**config.mk**
```make
export PLATFORM = sky130hd
export DESIGN_NAME = pif_ram_arbiter_flat
export DESIGN_NICKNAME = d
export VERILOG_FILES = /design/src/rtl/pif_ram_arb_pkg.sv /design/src/rtl/pif_ram_arbiter_if.sv /design/src/rtl/pif_rd_tag_pipe.sv /design/src/rtl/pif_ram_arbiter.sv /design/src/flat_wrapper.sv
export SDC_FILE = /design/constraint.sdc
export NUM_CORES = 1
export LEC_CHECK = 0
export BUFFER_PORTS_ARGS = -buffer_cell sky130_fd_sc_hd__buf_2
export CAP_MARGIN = 5
export CORE_ASPECT_RATIO = 0.9
export CORE_MARGIN = 5
export CORE_UTILIZATION = 45
export DETAILED_ROUTE_END_ITERATION = 10
export PLACE_DENSITY = 0.86
export RECOVER_POWER = 50
export SLEW_MARGIN = 20
export SYNTH_ARGS = -nofsm -noshare
export SYNTH_HDL_FRONTEND = slang
export SYNTH_HIERARCHICAL = 1
export SYNTH_SLANG_ARGS = --single-unit
```
**constraint.sdc**
```tcl
create_clock -name clk -period 4.16 [get_ports clk]
set_clock_uncertainty 0.15 [all_clocks]
set_input_delay 0.832 -clock clk [delete_from_list [all_inputs] [get_ports clk]]
set_output_delay 0.832 -clock clk [all_outputs]
set_load 0.01 [all_outputs]
```
**src/rtl/pif_ram_arb_pkg.sv**
```systemverilog
// Shared types and widths for the PIF RAM arbiter: FSM states, read owner tags
// and the PIF RAM geometry (512 words of 32 bits).
package pif_ram_arb_pkg;

  localparam int PIF_ADDR_W = 9;
  localparam int PIF_DATA_W = 32;

  typedef enum logic [1:0] {
    IDLE     = 2'd0,
    BURST    = 2'd1,
    LOCK_ERR = 2'd2
  } arb_state_e;

  typedef enum logic [1:0] {
    TAG_NONE = 2'd0,
    TAG_N64  = 2'd1,
    TAG_CPU  = 2'd2
  } owner_tag_e;

endpackage

```
**src/rtl/pif_ram_arbiter_if.sv**
```systemverilog
// Bus bundle between the two requesters, the arbiter and the single-port RAM.
// The slave side is the arbiter; the master side drives requests and RAM data.
interface pif_ram_arbiter_if;
  import pif_ram_arb_pkg::*;

  logic                  pif_disable;
  logic                  n64_req;
  logic                  n64_lock;
  logic                  n64_wren;
  logic [PIF_ADDR_W-1:0] n64_address;
  logic [PIF_DATA_W-1:0] n64_wdata;
  logic                  n64_gnt;
  logic                  n64_rvalid;
  logic [PIF_DATA_W-1:0] n64_rdata;
  logic                  cpu_req;
  logic                  cpu_wren;
  logic [PIF_ADDR_W-1:0] cpu_address;
  logic [PIF_DATA_W-1:0] cpu_wdata;
  logic                  cpu_gnt;
  logic                  cpu_rvalid;
  logic [PIF_DATA_W-1:0] cpu_rdata;
  logic [PIF_ADDR_W-1:0] ram_address;
  logic                  ram_wren;
  logic [PIF_DATA_W-1:0] ram_wdata;
  logic [PIF_DATA_W-1:0] ram_rdata;
  logic                  lock_timeout;

  modport slave (
    input  pif_disable, n64_req, n64_lock, n64_wren, n64_address, n64_wdata,
    input  cpu_req, cpu_wren, cpu_address, cpu_wdata, ram_rdata,
    output n64_gnt, n64_rvalid, n64_rdata, cpu_gnt, cpu_rvalid, cpu_rdata,
    output ram_address, ram_wren, ram_wdata, lock_timeout
  );

  modport master (
    output pif_disable, n64_req, n64_lock, n64_wren, n64_address, n64_wdata,
    output cpu_req, cpu_wren, cpu_address, cpu_wdata, ram_rdata,
    input  n64_gnt, n64_rvalid, n64_rdata, cpu_gnt, cpu_rvalid, cpu_rdata,
    input  ram_address, ram_wren, ram_wdata, lock_timeout
  );

endinterface

```
**src/rtl/pif_rd_tag_pipe.sv**
```systemverilog
// Shift register of read owner tags. A tag pushed with a grant emerges on
// tag_o in the cycle the RAM returns that read's data.
module pif_rd_tag_pipe
  import pif_ram_arb_pkg::*;
#(
  parameter int DEPTH = 2
) (
  input  logic       clk,
  input  logic       reset_l,
  input  owner_tag_e tag_i,
  output owner_tag_e tag_o
);

  owner_tag_e pipe_q [DEPTH];

  // Advance tags one stage per cycle; reset drops every in-flight read.
  always_ff @(posedge clk or negedge reset_l) begin
    if (!reset_l) begin
      for (int i = 0; i < DEPTH; i++) pipe_q[i] <= TAG_NONE;
    end else begin
      pipe_q[0] <= tag_i;
      for (int i = 1; i < DEPTH; i++) pipe_q[i] <= pipe_q[i-1];
    end
  end

  assign tag_o = pipe_q[DEPTH-1];

endmodule

```
**src/rtl/pif_ram_arbiter.sv**
```systemverilog
// Arbitrates the single-port PIF RAM between the N64 serial interface and the
// local CPU: N64 has fixed priority, the CPU gets a forced slot after a run of
// N64 grants, and an N64 burst lock is bounded by a watchdog.
module pif_ram_arbiter
  import pif_ram_arb_pkg::*;
#(
  parameter int RAM_RD_LATENCY = 1,
  parameter int STARVE_LIMIT   = 4,
  parameter int BURST_MAX      = 600
) (
  input logic              clk,
  input logic              reset_l,
  pif_ram_arbiter_if.slave bus
);

  localparam int SC_W = $clog2(STARVE_LIMIT + 1);
  localparam int BC_W = (BURST_MAX > 1) ? $clog2(BURST_MAX) : 1;

  arb_state_e            state_q;
  logic [BC_W-1:0]       burst_q;
  logic [SC_W-1:0]       starve_q;
  logic [PIF_ADDR_W-1:0] ram_addr_q;
  logic                  ram_wren_q;
  logic [PIF_DATA_W-1:0] ram_wdata_q;

  logic       starve_hit, n64_ok, lock_hit, burst_hold;
  logic       n64_gnt, cpu_gnt;
  owner_tag_e push_tag, rd_tag;

  // Grant decision; lock_hit is the watchdog firing on a still-held lock.
  always_comb begin
    starve_hit = bus.cpu_req && (starve_q == SC_W'(STARVE_LIMIT));
    n64_ok     = bus.n64_req && !bus.pif_disable;
    lock_hit   = (state_q == BURST) && bus.n64_lock &&
                 (burst_q == BC_W'(BURST_MAX - 1));
    burst_hold = (state_q == BURST) && bus.n64_lock && !bus.pif_disable && !lock_hit;
    n64_gnt    = 1'b0;
    cpu_gnt    = 1'b0;
    if (reset_l) begin
      if (burst_hold)      n64_gnt = n64_ok;
      else if (starve_hit) cpu_gnt = 1'b1;
      else if (n64_ok)     n64_gnt = 1'b1;
      else                 cpu_gnt = bus.cpu_req;
    end
  end

  // Lock FSM: a lock is honoured from IDLE, held in BURST, refused in LOCK_ERR.
  always_ff @(posedge clk or negedge reset_l) begin
    if (!reset_l) begin
      state_q <= IDLE;
      burst_q <= '0;
    end else begin
      case (state_q)
        IDLE: begin
          if (n64_gnt && bus.n64_lock) begin
            state_q <= BURST;
            burst_q <= '0;
          end
        end
        BURST: begin
          if (lock_hit) begin
            state_q <= LOCK_ERR;
          end else if (burst_hold) begin
            burst_q <= burst_q + BC_W'(1);
          end else if (n64_gnt && bus.n64_lock) begin
            burst_q <= '0;
          end else begin
            state_q <= IDLE;
          end
        end
        LOCK_ERR: begin
          if (!bus.n64_lock) state_q <= IDLE;
        end
        default: state_q <= IDLE;
      endcase
    end
  end

  // Count N64 wins over a waiting CPU; any CPU win or idle CPU clears it.
  always_ff @(posedge clk or negedge reset_l) begin
    if (!reset_l) begin
      starve_q <= '0;
    end else if (cpu_gnt || !bus.cpu_req) begin
      starve_q <= '0;
    end else if (n64_gnt && (starve_q < SC_W'(STARVE_LIMIT))) begin
      starve_q <= starve_q + SC_W'(1);
    end
  end

  // Register the winner's access onto the RAM port; no grant means no write.
  always_ff @(posedge clk or negedge reset_l) begin
    if (!reset_l) begin
      ram_addr_q  <= '0;
      ram_wren_q  <= 1'b0;
      ram_wdata_q <= '0;
    end else if (n64_gnt) begin
      ram_addr_q  <= bus.n64_address;
      ram_wren_q  <= bus.n64_wren;
      ram_wdata_q <= bus.n64_wdata;
    end else if (cpu_gnt) begin
      ram_addr_q  <= bus.cpu_address;
      ram_wren_q  <= bus.cpu_wren;
      ram_wdata_q <= bus.cpu_wdata;
    end else begin
      ram_wren_q  <= 1'b0;
    end
  end

  // Tag each granted read with its owner; writes and idle cycles carry NONE.
  always_comb begin
    push_tag = TAG_NONE;
    if (n64_gnt && !bus.n64_wren)      push_tag = TAG_N64;
    else if (cpu_gnt && !bus.cpu_wren) push_tag = TAG_CPU;
  end

  pif_rd_tag_pipe #(
    .DEPTH (RAM_RD_LATENCY + 1)
  ) u_tag_pipe (
    .clk     (clk),
    .reset_l (reset_l),
    .tag_i   (push_tag),
    .tag_o   (rd_tag)
  );

  assign bus.n64_gnt      = n64_gnt;
  assign bus.cpu_gnt      = cpu_gnt;
  assign bus.lock_timeout = lock_hit;
  assign bus.ram_address  = ram_addr_q;
  assign bus.ram_wren     = ram_wren_q;
  assign bus.ram_wdata    = ram_wdata_q;
  assign bus.n64_rvalid   = (rd_tag == TAG_N64);
  assign bus.cpu_rvalid   = (rd_tag == TAG_CPU);
  assign bus.n64_rdata    = (rd_tag == TAG_N64) ? bus.ram_rdata : '0;
  assign bus.cpu_rdata    = (rd_tag == TAG_CPU) ? bus.ram_rdata : '0;

endmodule

```
**src/flat_wrapper.sv**
```systemverilog
// flat-port wrapper written by rule: the top's interface ports become plain ports
module pif_ram_arbiter_flat import pif_ram_arb_pkg::*;
#(
  parameter int RAM_RD_LATENCY = 1,
  parameter int STARVE_LIMIT   = 4,
  parameter int BURST_MAX      = 600
)
  (clk, reset_l, bus_pif_disable, bus_n64_req, bus_n64_lock, bus_n64_wren, bus_n64_address, bus_n64_wdata, bus_cpu_req, bus_cpu_wren, bus_cpu_address, bus_cpu_wdata, bus_ram_rdata, bus_n64_gnt, bus_n64_rvalid, bus_n64_rdata, bus_cpu_gnt, bus_cpu_rvalid, bus_cpu_rdata, bus_ram_address, bus_ram_wren, bus_ram_wdata, bus_lock_timeout);
  pif_ram_arbiter_if bus_i ();
  input logic clk;
  input logic reset_l;
  input wire logic [$bits(bus_i.pif_disable)-1:0] bus_pif_disable;
  input wire logic [$bits(bus_i.n64_req)-1:0] bus_n64_req;
  input wire logic [$bits(bus_i.n64_lock)-1:0] bus_n64_lock;
  input wire logic [$bits(bus_i.n64_wren)-1:0] bus_n64_wren;
  input wire logic [$bits(bus_i.n64_address)-1:0] bus_n64_address;
  input wire logic [$bits(bus_i.n64_wdata)-1:0] bus_n64_wdata;
  input wire logic [$bits(bus_i.cpu_req)-1:0] bus_cpu_req;
  input wire logic [$bits(bus_i.cpu_wren)-1:0] bus_cpu_wren;
  input wire logic [$bits(bus_i.cpu_address)-1:0] bus_cpu_address;
  input wire logic [$bits(bus_i.cpu_wdata)-1:0] bus_cpu_wdata;
  input wire logic [$bits(bus_i.ram_rdata)-1:0] bus_ram_rdata;
  output wire logic [$bits(bus_i.n64_gnt)-1:0] bus_n64_gnt;
  output wire logic [$bits(bus_i.n64_rvalid)-1:0] bus_n64_rvalid;
  output wire logic [$bits(bus_i.n64_rdata)-1:0] bus_n64_rdata;
  output wire logic [$bits(bus_i.cpu_gnt)-1:0] bus_cpu_gnt;
  output wire logic [$bits(bus_i.cpu_rvalid)-1:0] bus_cpu_rvalid;
  output wire logic [$bits(bus_i.cpu_rdata)-1:0] bus_cpu_rdata;
  output wire logic [$bits(bus_i.ram_address)-1:0] bus_ram_address;
  output wire logic [$bits(bus_i.ram_wren)-1:0] bus_ram_wren;
  output wire logic [$bits(bus_i.ram_wdata)-1:0] bus_ram_wdata;
  output wire logic [$bits(bus_i.lock_timeout)-1:0] bus_lock_timeout;
  assign bus_i.pif_disable = bus_pif_disable;
  assign bus_i.n64_req = bus_n64_req;
  assign bus_i.n64_lock = bus_n64_lock;
  assign bus_i.n64_wren = bus_n64_wren;
  assign bus_i.n64_address = bus_n64_address;
  assign bus_i.n64_wdata = bus_n64_wdata;
  assign bus_i.cpu_req = bus_cpu_req;
  assign bus_i.cpu_wren = bus_cpu_wren;
  assign bus_i.cpu_address = bus_cpu_address;
  assign bus_i.cpu_wdata = bus_cpu_wdata;
  assign bus_i.ram_rdata = bus_ram_rdata;
  assign bus_n64_gnt = bus_i.n64_gnt;
  assign bus_n64_rvalid = bus_i.n64_rvalid;
  assign bus_n64_rdata = bus_i.n64_rdata;
  assign bus_cpu_gnt = bus_i.cpu_gnt;
  assign bus_cpu_rvalid = bus_i.cpu_rvalid;
  assign bus_cpu_rdata = bus_i.cpu_rdata;
  assign bus_ram_address = bus_i.ram_address;
  assign bus_ram_wren = bus_i.ram_wren;
  assign bus_ram_wdata = bus_i.ram_wdata;
  assign bus_lock_timeout = bus_i.lock_timeout;
  pif_ram_arbiter #(.RAM_RD_LATENCY(RAM_RD_LATENCY), .STARVE_LIMIT(STARVE_LIMIT), .BURST_MAX(BURST_MAX)) u_core (.clk(clk), .reset_l(reset_l), .bus(bus_i));
endmodule
```
==> flow_metrics.py <==
metrics = {
    "clock_network": {
        "clock_latency_ns": 0.33,
        "cts_sinks": 61,
        "post_cts_resized": 0,
        "htreeDepth": 3,
        "cts_root_buf": "clkbuf_8",
        "postCtsSetupBuffers": 0,
        "cts_buffers": 9,
        "cts_tree": "done",
        "clkTransAtPathRegs_ns": 0.07,
        "cts_max_path_buffers": 2,
        "cts_hold_buf": 0,
    },
    "place": {
        "place.gp.congestion": 0.9113,
        "dpl.cell_count": 643,
        "numPortBuffers": 232,
        "dp_hpwl_um": 8997,
        "place_area_um2": 4568,
    },
    "floorplan": {
        "die_h_um": 92.18,
        "core_region_area_um2": 7432,
        "pin_count": 233,
        "fp-row-count": 30,
        "start_util": 0.4544,
        "die-area_um2": 9339,
        "die_w_um": 101.3,
    },
    "detailed_routing": {
        "route.detailed.drc": 0,
        "vias_per_cell": 5.383,
        "vias": 3553,
        "dr.pass1.iters": 4,
        "ant_nets": 0,
        "routed_wl_um": 11660,
        "drt_iter0_drc": 189,
        "wl_per_cell_um": 17.66,
    },
    "final_layout": {
        "fin_util": 0.6276,
        "drive_above_1_share": 0.3819,
        "syn2layout_area_growth_pct": 38.13,
        "fin_nets": 683,
        "final_cells": 660,
        "finalInstanceArea_um2": 4664,
    },
    "grt": {
        "grt_use_met3": 0.04563,
        "gr-usage-met1": 0.2979,
        "grt_max_degree": 61,
        "grtUsageMet2": 0.4150,
        "antenna_found_initial": 1,
        "grt_pass1_vias": 3508,
        "grt_pass1_wl_um": 17780,
        "grt_util_all_layers": 0.2399,
        "gr-total-overflow": 0,
        "grt.busiest_layer": "met2",
    },
    "yosys": {
        "ys_warn_count": 6,
        "yosysMostFrequentCell": "and2_1",
        "synth_top_area_frac": 0.4520,
        "synth_top_family_by_area": "simple AND/OR/NAND/NOR gates",
        "synthTopCellsByCount": "and2_1, dfrtp_1, and3_1, a221o_1, clkbuf_1",
        "synth-edff-count": 0,
        "synthTopCellsByArea": "dfrtp_1, and2_1, a221o_1",
        "synth-adder-area-share": 0.01112,
        "synth_seq_cells": 61,
        "synth_cells": 334,
        "ys_types": 42,
        "synth_area_per_cell_um2": 10.11,
        "synth-simple-area-share": 0.2738,
        "ys.flop_type": "dfrtp_1",
        "synthMuxAreaShare": 0.005928,
        "yosysTopAreaCell": "dfrtp_1",
        "synth_compound_area_frac": 0.1979,
        "async_reset_ff_frac": 1.000,
        "synth_nets": 459,
        "synth.yosys.seq_area_share": 0.4520,
        "synthXorXnorAreaFrac": 0.002594,
        "synth_area_um2": 3377,
    },
    "sta": {
        "fin_setup_tns_ns": 0,
        "fin_crit_ns": 3.615,
        "worst_pin_slew_ns": 1.497,
        "rsz0062_at_grt": "no",
        "clock.fmax_ghz": 0.2766,
        "period_share": 0.8691,
        "finalSetupViolCount": 0,
        "maxSlewViolCount": 0,
        "max_slew_margin": 0.002146,
        "hold_viol": 0,
    },
    "power": {
        "vdd_drop_max_uv": 250.0,
        "cellPowerDensity_nw_per_um2": 319.6,
        "leakage_nw": 2.523,
    },
    "run_status": {
        "failed_checks": "max-capacitance violations",
        "status": "complete, but fails checks",
    },
    "worst_setup_path": {
        "start_kind": "register",
        "r2r-start": "u_core/burst_q[5]$_DFFE_PN0P_",
        "r2r_end": "u_core/bus.ram_address[1]$_DFFE_PN0P_",
        "cp.required_ns": 3.18,
        "reg2reg_slack_ns": 0.94,
        "arrival_ns": 2.63,
        "setup.worst_path.class": "register to primary output",
        "endpoint_kind": "primary output",
        "cp_max_fo": 14,
        "rr_worst_depth": 6,
    },
    "worst_hold_path": {
        "min_path_type": "input pin to asynchronous set/reset pin",
    },
    "run": {
        "cap_violations": 1,
    },
}
-- cells in the final DEF, fill, tap and decap left out, types with 2 or more instances in the layout --
cell type and count:
nor2b_1 3, inv_6 2, buf_2 189, a211oi_1 2, a221o_1 39, nor2_1 7
mux2i_1 2, dfrtp_1 61, a21oi_1 4, or3_1 3, and3_1 42, inv_1 9
nor3_1 4, nand4_1 2, o21ai_0 11, a2111oi_0 7, a31oi_1 2, nand2_1 10
clkbuf_1 45, nand3_1 8, buf_4 5, clkinv_2 3, clkbuf_8 9, and2_1 66
ha_1 3, nand3b_1 3
-- worst max-delay path, cell delays in order, from the launching register on --
cell,delay [ns]
dfrtp_1,0.41
or4b_1,0.68
o31a_1,0.48
o21ai_0,0.51
inv_2,0.07
buf_2,0.15
-- per-layer routing --
layer  wire length, um  up-vias
met1              4478     1685
met2              6055      168
met3               884       18
met5                 0        -
li1                  -     1682
met4               240        0
-- how the worst max path moves through the flow --
stage | from | depth (start not counted) | to | slack (ns)
floorplan | bus_n64_lock | 5 | bus_cpu_gnt | 1.14
global placement | bus_pif_disable | 7 | bus_n64_gnt | 0.95
detailed placement | bus_pif_disable | 7 | bus_n64_gnt | 0.92
CTS | u_core/burst_q[5]$_DFFE_PN0P_ | 5 | bus_n64_gnt | 0.89
global route | u_core/burst_q[5]$_DFFE_PN0P_ | 5 | bus_n64_gnt | 0.45
finish | u_core/burst_q[5]$_DFFE_PN0P_ | 5 | bus_n64_gnt | 0.54
-- power breakdown --
group	switching [mW]	total, mW	internal (mW)
Combinational	0.169	0.315	0.146
Sequential	0.0487	0.712	0.663
Clock	0.247	0.464	0.218
Total	0.464	1.49	1.03
-- registers in the layout (all words and copies together), names as in the netlist --
signal	flops
u_core/bus.ram_address	9
u_core/bus.ram_wdata	32
u_core/starve_q	3
u_core/state_q	2
u_core/u_tag_pipe/tag_o	2
u_core/burst_q	10
u_core/u_tag_pipe/pipe_q	2
u_core/bus.ram_wren	1
-- cell families after synthesis --
family / count (synthesis)
and+or+nand+nor: 154
AOI/OAI and AO/OA: 76
DFF: 61
buffers and inverters: 37
adders and majority gates: 3
muxes: 2
xor gates and xnor gates: 1
-- cell type report --
| type | count | area [um^2] |
|---|---|---|
| Tap cell | 96 | 120.1 |
| Timing Repair Buffer | 240 | 1157 |
| Sequential cell | 61 | 1526 |
| Clock buffer | 9 | 123.9 |
| Antenna cell | 1 | 2.502 |
| Inverter | 10 | 37.54 |
| Clock inverter | 7 | 48.80 |
| Fill cell | 665 | 2768 |
| Multi-Input combinational cell | 236 | 1648 |
-- stage by stage --
| step | total power [mW] | hold WS, ns | worst slack, ns |
|---|---|---|---|
| after CTS | 1.516 | 0.1489 | 0.8926 |
| after global placement | 1.040 | 0.1880 | 0.9517 |
| final | 1.491 | 0.2089 | 0.5445 |
| after global routing | 1.564 | 0.2080 | 0.4542 |
| after floorplan | 0.8721 | 0.1812 | 1.144 |
| after detailed placement | 1.052 | 0.1863 | 0.9215 |
Note: power is estimated with default switching activity, not from simulation.
